===== config.mk =====
export PLATFORM = sky130hd
export DESIGN_NAME = mmio_timer
export DESIGN_NICKNAME = d
export VERILOG_FILES = /design/src/rtl/mmio_timer.sv
export SDC_FILE = /design/constraint.sdc
export NUM_CORES = 1
export LEC_CHECK = 0
export CORE_UTILIZATION = 58
export CTS_BUF_LIST = sky130_fd_sc_hd__clkbuf_8
export CTS_CLUSTER_SIZE = 8
export DETAILED_ROUTE_END_ITERATION = 7
export HOLD_SLACK_MARGIN = 0.03
export PLACE_DENSITY = 0.9
export SYNTH_ARGS = -nofsm -noshare
export SYNTH_HDL_FRONTEND = slang
export SYNTH_SLANG_ARGS = --single-unit

===== constraint.sdc =====
create_clock -name CLK -period 5 [get_ports CLK]
set_clock_uncertainty 0.15 [all_clocks]
set_input_delay 1 -clock CLK [delete_from_list [all_inputs] [get_ports CLK]]
set_output_delay 1 -clock CLK [all_outputs]
set_load 0.01 [all_outputs]

===== src/rtl/mmio_timer.sv =====
// mmio_timer: memory-mapped down-counting timer with prescaler, auto-reload
// and a level interrupt. Four word registers at BASE_ADDR..BASE_ADDR+3:
// CTRL (RW), LOAD (RW), COUNT (RO), STATUS (RW1C). Reads have one cycle of
// latency, matching the RAM they share the CPU read mux with.
module mmio_timer #(
   parameter logic [15:0] BASE_ADDR = 16'hFF00
) (
   input  logic        CLK,
   input  logic        RST,
   input  logic [15:0] ADDR,
   input  logic [15:0] DATA_I,
   input  logic        RD,
   input  logic        WR,
   output logic [15:0] DATA_O,
   output logic        SEL,
   output logic        IRQ
);

   typedef enum logic [1:0] {IDLE, RUN, DONE} state_t;

   // CTRL implemented bits: PRE[15:8], IE[2], AR[1], EN[0]
   localparam logic [15:0] CTRL_MASK = 16'hFF07;

   state_t      state_q, state_d;
   logic [15:0] ctrl_q, ctrl_d;
   logic [15:0] load_q, load_d;
   logic [15:0] count_q, count_d;
   logic [7:0]  pre_cnt_q, pre_cnt_d;
   logic        exp_q, exp_d;
   logic [15:0] data_o_q, data_o_d;
   logic        sel_q, sel_d;

   // 17-bit subtraction so addresses below BASE_ADDR cannot alias into the window
   logic [16:0] addr_diff;
   logic        hit;
   logic [1:0]  reg_idx;
   logic        wr_ctrl, wr_load, wr_stat, rd_hit;
   logic [15:0] rdata;

   assign addr_diff = {1'b0, ADDR} - {1'b0, BASE_ADDR};
   assign hit       = (addr_diff[16:2] == 15'd0);
   assign reg_idx   = addr_diff[1:0];
   assign wr_ctrl   = WR && hit && (reg_idx == 2'd0);
   assign wr_load   = WR && hit && (reg_idx == 2'd1);
   assign wr_stat   = WR && hit && (reg_idx == 2'd3);
   // a simultaneous write suppresses the read
   assign rd_hit    = RD && !WR && hit;

   // Read mux: samples register contents before this edge's updates
   always_comb begin
      rdata = 16'h0000;
      case (reg_idx)
         2'd0:    rdata = ctrl_q;
         2'd1:    rdata = load_q;
         2'd2:    rdata = count_q;
         default: rdata = {15'd0, exp_q};
      endcase
   end

   // Next-state: register writes, timer FSM, prescaler and expiry
   always_comb begin
      state_d   = state_q;
      ctrl_d    = ctrl_q;
      load_d    = load_q;
      count_d   = count_q;
      pre_cnt_d = pre_cnt_q;
      exp_d     = exp_q;
      sel_d     = rd_hit;
      data_o_d  = rd_hit ? rdata : 16'h0000;

      if (wr_load) load_d = DATA_I;
      if (wr_ctrl) ctrl_d = DATA_I & CTRL_MASK;
      // expiry below is assigned later so it wins over a same-cycle clear
      if (wr_stat && DATA_I[0]) exp_d = 1'b0;

      case (state_q)
         IDLE, DONE: begin
            if (wr_ctrl && DATA_I[0]) begin
               state_d   = RUN;
               count_d   = load_q;
               pre_cnt_d = 8'd0;
            end
         end
         RUN: begin
            if (wr_ctrl && !DATA_I[0]) begin
               // stop takes priority over a coincident tick; COUNT holds
               state_d = IDLE;
            end else if (pre_cnt_q == ctrl_q[15:8]) begin
               pre_cnt_d = 8'd0;
               if (count_q != 16'd0) begin
                  count_d = count_q - 16'd1;
               end else begin
                  exp_d = 1'b1;
                  if (ctrl_q[1]) begin
                     count_d = load_q;
                  end else begin
                     state_d   = DONE;
                     ctrl_d[0] = 1'b0;
                  end
               end
            end else begin
               pre_cnt_d = pre_cnt_q + 8'd1;
            end
         end
         default: state_d = IDLE;
      endcase
   end

   // State register with synchronous reset overriding any bus activity
   always_ff @(posedge CLK) begin
      if (RST) begin
         state_q   <= IDLE;
         ctrl_q    <= 16'h0000;
         load_q    <= 16'h0000;
         count_q   <= 16'h0000;
         pre_cnt_q <= 8'd0;
         exp_q     <= 1'b0;
         data_o_q  <= 16'h0000;
         sel_q     <= 1'b0;
      end else begin
         state_q   <= state_d;
         ctrl_q    <= ctrl_d;
         load_q    <= load_d;
         count_q   <= count_d;
         pre_cnt_q <= pre_cnt_d;
         exp_q     <= exp_d;
         data_o_q  <= data_o_d;
         sel_q     <= sel_d;
      end
   end

   assign DATA_O = data_o_q;
   assign SEL    = sel_q;
   assign IRQ    = exp_q & ctrl_q[2];

endmodule


### Yosys cells after proc, flatten, opt, wreduce, memory -nomap -nowiden

Cells that the tools add are included.

* add/subtract/negate cells: 3
* $mul: 0
* divide/modulo/power cells: 0
* magnitude comparators: 0
* equal/unequal tests: 13
* shift-type cells: 0
* mux-type cells: 28
* bitwise logic cells: 2
* reductions and logical operators: 21

Operators by type and width (count)
* 16-bit 2-to-1 mux: 5
* 16-bit case mux with 3 select lines: 1
* 16-bit case mux with 2 select lines: 1
* 8-bit 2-to-1 mux: 3
* 16-bit by 16-bit subtractor with 17-bit output (second input constant): 1
* 8-bit case mux with 2 select lines: 1
* 16-bit nonzero test: 1
* 16-bit by 1-bit subtractor with 16-bit output (second input constant): 1
* 15-bit logical NOT: 1
* 3-bit inequality test (second input constant): 4
* 1-bit 2-to-1 mux: 11
* 2-bit 2-to-1 mux: 5
* 1-bit logical AND: 9
* 8-bit by 1-bit adder with 8-bit output (second input constant): 1
* 8-bit == test: 1
* 2-bit == test (second input constant): 3
* 2-bit inequality test (second input constant): 3
* 5-bit AND reduction: 1
* 2-bit by 1-bit == test with 1-bit output (second input constant): 2
* 2-bit logical NOT: 2
* 2-bit case mux with 2 select lines: 1
* 4-bit AND reduction: 1
* 2-bit OR reduction: 2
* 3-bit AND reduction: 1
* 4 further kinds: 5

* register bits after elaboration: 71
* latch bits: 0
* bits in writable memories: 0
* bits in read-only memories: 0
* input port bits: 36
* logic and storage cells: 76
* memories: 0

### Depth between registers and ports, before layout

* word-level depth: 10
* mapped depth: 9

### Worst setup path before layout

Ideal clock, no wire load.

* path type: input port to flip-flop
* from: input port ADDR[3]
* to: register count_q[12]
* library setup time: 132 ps
* arrival time: 3003 ps
* path slack: 1714 ps
* stages on the path: 7
* cells stage by stage: or4_1 > or4_4 > o31a_1 > a2111o_1 > clkbuf_1 > o21ai_0 > a21oi_1

* longest elaborated chain between the ends: 7
* elaborated cells on any way between the ends: 9
* those cells by class: 1 x add/sub; 2 x eq/ne; 6 x reduce/logical

RTL lines
* start: declaration: RTL line 10 `input logic [15:0] ADDR,`
* 16-bit by 16-bit subtractor with 17-bit output *: RTL line 40 `assign addr_diff = {1'b0, ADDR} - {1'b0, BASE_ADDR};`
* 15-bit logical NOT *: RTL line 41 `assign hit = (addr_diff[16:2] == 15'd0);`
* 1-bit logical AND * (2 in a row): RTL line 43 `assign wr_ctrl = WR && hit && (reg_idx == 2'd0);`
* 1-bit logical AND, on equally long branches: RTL line 85, 78
* 2-bit inequality test (no source line)
* 5-bit AND reduction (no source line) *
* end signal: assignment: RTL line 124 `count_q <= count_d;`
* end: declaration: RTL line 27 `logic [15:0] count_q, count_d;`

Mark *: on every way between the ends. The rest lies on a longest branch, timed or not.
A chain may end at the register's enable or synchronous reset.

### Worst setup path after layout

* from: input port ADDR[3]
* to: register count_q[10]

Same word-level chain as after synthesis.

==> results.cfg <==
[clocking]
cts-buffers-inserted = 9
cts.htree.levels = 3
post_cts_sizing = 0
clock_tree.buffer_depth = 2
path_clk_slew_ps = 70
postCtsHoldBufs = 0
clkSinkCount = 71
later_pin_clock_latency_in_the_skew_report_ps = 350
cts.repair_timing.setup_buffer_count = 0
cts.root.buffer_cell = sky130_fd_sc_hd__clkbuf_8
cts_tree = done

[setup_path]
critical_path.max_fanout = 20
worst-endpoint-required_ps = 5060
critPathCaptureType = flop
worst_setup_path_class = input pin to flop
critPathArrivalTime_ps = 3910
worst_setup_path_start_kind = input pin
worst_r2r_path_depth = 7

[drt]
initialDrtViolationCount = 323
drc = 0
drt-wirelength-per-cell_um = 16.2
drt-total-wl_um = 9130
topRoutingLayerUsed = met4
m1WireLength_um = 3770
firstDrtPassIters = 6
metal3_wl_um = 856
route.vias.total = 3471
final_antenna_net_count = 0
routed_via_density = 6.17
routed-wl-met2_um = 4240

[yosys]
synth_edf_count = 0
synth_async_sr_flop_share_pct = 0
synth_cell_type_count = 44
syn-instance-count = 443
ys_seq_elements = 71
ys_seq_area_share_pct = 41.3
post-synth-top-area-cell = sky130_fd_sc_hd__dfxtp_1
yosys_warnings = 0
synth_top_area_share_pct = 41.3
syn-num-nets = 482
syn-mean-instance-area_um2 = 7.76
synth_top_family_by_area = simple AND/OR/NAND/NOR gates
yosys_most_used_dff = sky130_fd_sc_hd__dfxtp_1
synthSimpleGateAreaFrac_pct = 27.1
synth_fa_ha_area_share_pct = 1.09
synthMuxAreaShare_pct = 5.46
compound_gate_fraction_of_synth_area_pct = 17.6
synth.area.top_cells = sky130_fd_sc_hd__dfxtp_1, sky130_fd_sc_hd__a21oi_1, sky130_fd_sc_hd__nand2_1
synth_xor_xnor_area_share_pct = 3.57
mappedNetlistArea_um2 = 3440

[placed_design]
numPlacedInstances = 548
placed_area_um2 = 4020
gp_congestion = 0.855
place.port_buffers = 53
place_hpwl_um = 6010

[layout]
area_growth_syn_to_layout_pct = 22.9
postLayoutCellArea_um2 = 4230
nNetsFinal = 526
final_cell_count_no_fill = 563
layout.filler_cells = 411
insertedDiodeCount = 0
layout-drive-gt1-share_pct = 7.13
final_cell_mix = sky130_fd_sc_hd__nand2_1, sky130_fd_sc_hd__dfxtp_1, sky130_fd_sc_hd__a21oi_1
layout_commonest_cell = sky130_fd_sc_hd__nand2_1

[sta]
report.final.hold_viol_count = 0
rsz_0062_raised_after_global_routing = no
max-slew-margin-rel_pct = 44.9
setup_viol_count_final = 0
worst-slew-pin-transition_ps = 825
report.final.slew_viol_count = 0
maxClockFrequency_mhz = 260
final_min_period_over_clock_period_pct = 76.9
final.setup.tns_ps = 0
final_period_minus_worst_setup_slack_ps = 3840

[global_routing]
first_global_vias = 3208
first_pass_grt_wire_length_um = 15000
grt_antenna_before_repair = 0
global_route.usage.total_pct = 30.8
grt_max_degree = 49
overflow = 0

[floorplanning]
row_count = 27
fp.dieW_um = 79.0
starting_density_of_the_core_pct = 61.3
die_area_um2 = 6240
floorplan.core_area_um2 = 5610
die-height_um = 79.0
floorplan.io_pins = 54

[hold_path]
worstHoldPathCells = 2
hold_class = flop to flop

[job]
drv.max_cap_violation_count = 0

[power]
max-vdd-ir-drop_mv = 0.172
total_power_mw = 1.11
leakage_component_of_the_power_nw = 1.48
power-per-cell-area_nw_per_um2 = 263

[run_status]
result_of_the_run = completed
-- routing by layer --
layer / vias to the layer above / GRT usage (%)
li1: 1626 / -
met3: 35 / 6.90
met2: 184 / 50.0
met1: 1626 / 37.7
met4: 0 / 16.7
met5: - / 0
-- worst max-delay path, cell delays in order --
cell and delay, ps:
sky130_fd_sc_hd__clkdlybuf4s50_1 390, sky130_fd_sc_hd__or4_1 540, sky130_fd_sc_hd__or4_4 540, sky130_fd_sc_hd__o31a_1 430, sky130_fd_sc_hd__a2111o_1 610, sky130_fd_sc_hd__o21ai_0 290, sky130_fd_sc_hd__a21oi_1 100
-- final timing paths --
path,from,end,slack (ps)
min,ctrl_q[2],ctrl_q[2],320
min reg2reg,ctrl_q[2],ctrl_q[2],320
max reg2reg,count_q[4],count_q[12],2090
max,ADDR[3],count_q[10],1160
-- logic make-up (layout without fill, tap and decap cells) --
logic type                 Yosys count  in the layout
and+or+nand+nor                    200            200
DFF                                 71             71
muxes                               17             17
AOI/OAI and AO/OA                  105            105
adders and majority gates            3              3
xor gates and xnor gates            14             14
buffers and inverters               33             81
-- through the flow --
step	util [%]	hold slack, ps	setup slack (ps)
floorplan	-	290	1710
global placement	71.6	303	919
detailed placement	71.6	308	839
CTS	75.3	317	1190
global route	75.3	346	1000
finish	75.3	321	1160
-- registers in the layout (all words and copies together), names as in the netlist --
register / count
DATA_O: 16
count_q: 16
load_q: 16
ctrl_q: 11
pre_cnt_q: 8
state_q: 2
SEL: 1
exp_q: 1
-- power by group --
| group | total, mW | internal (mW) | switching [mW] |
|---|---|---|---|
| clock | 0.494 | 0.277 | 0.217 |
| sequential | 0.565 | 0.565 | 0.00000270 |
| combinational | 0.0535 | 0.0296 | 0.0240 |
| total | 1.11 | 0.871 | 0.241 |
-- Yosys cell counts (all sizes together) (4+ instances only) --
library cell	instances
buf	5
nor4	8
xor2	8
a21o	4
nand4	6
a21oi	58
a22oi	5
nand2	74
and3	4
dfxtp	71
nor2b	5
inv	6
or3	8
xnor2	6
o21ai	26
clkbuf	22
nand3	6
mux2	4
nor2	52
mux2i	12
nor3	18
and2	8
-- final cells by class --
type / count / area, um^2 / share of cell area [%]
flip-flops and latches: 71 / 1420 / 33.6
inverters: 6 / 22.5 / 0.533
clock inverters: 6 / 86.3 / 2.04
repair buffers: 60 / 583 / 13.8
multi-input cells: 339 / 1900 / 44.9
clock buffers: 9 / 124 / 2.93
well taps: 72 / 90.1 / 2.13
Note: power is estimated with default switching activity, not from simulation.
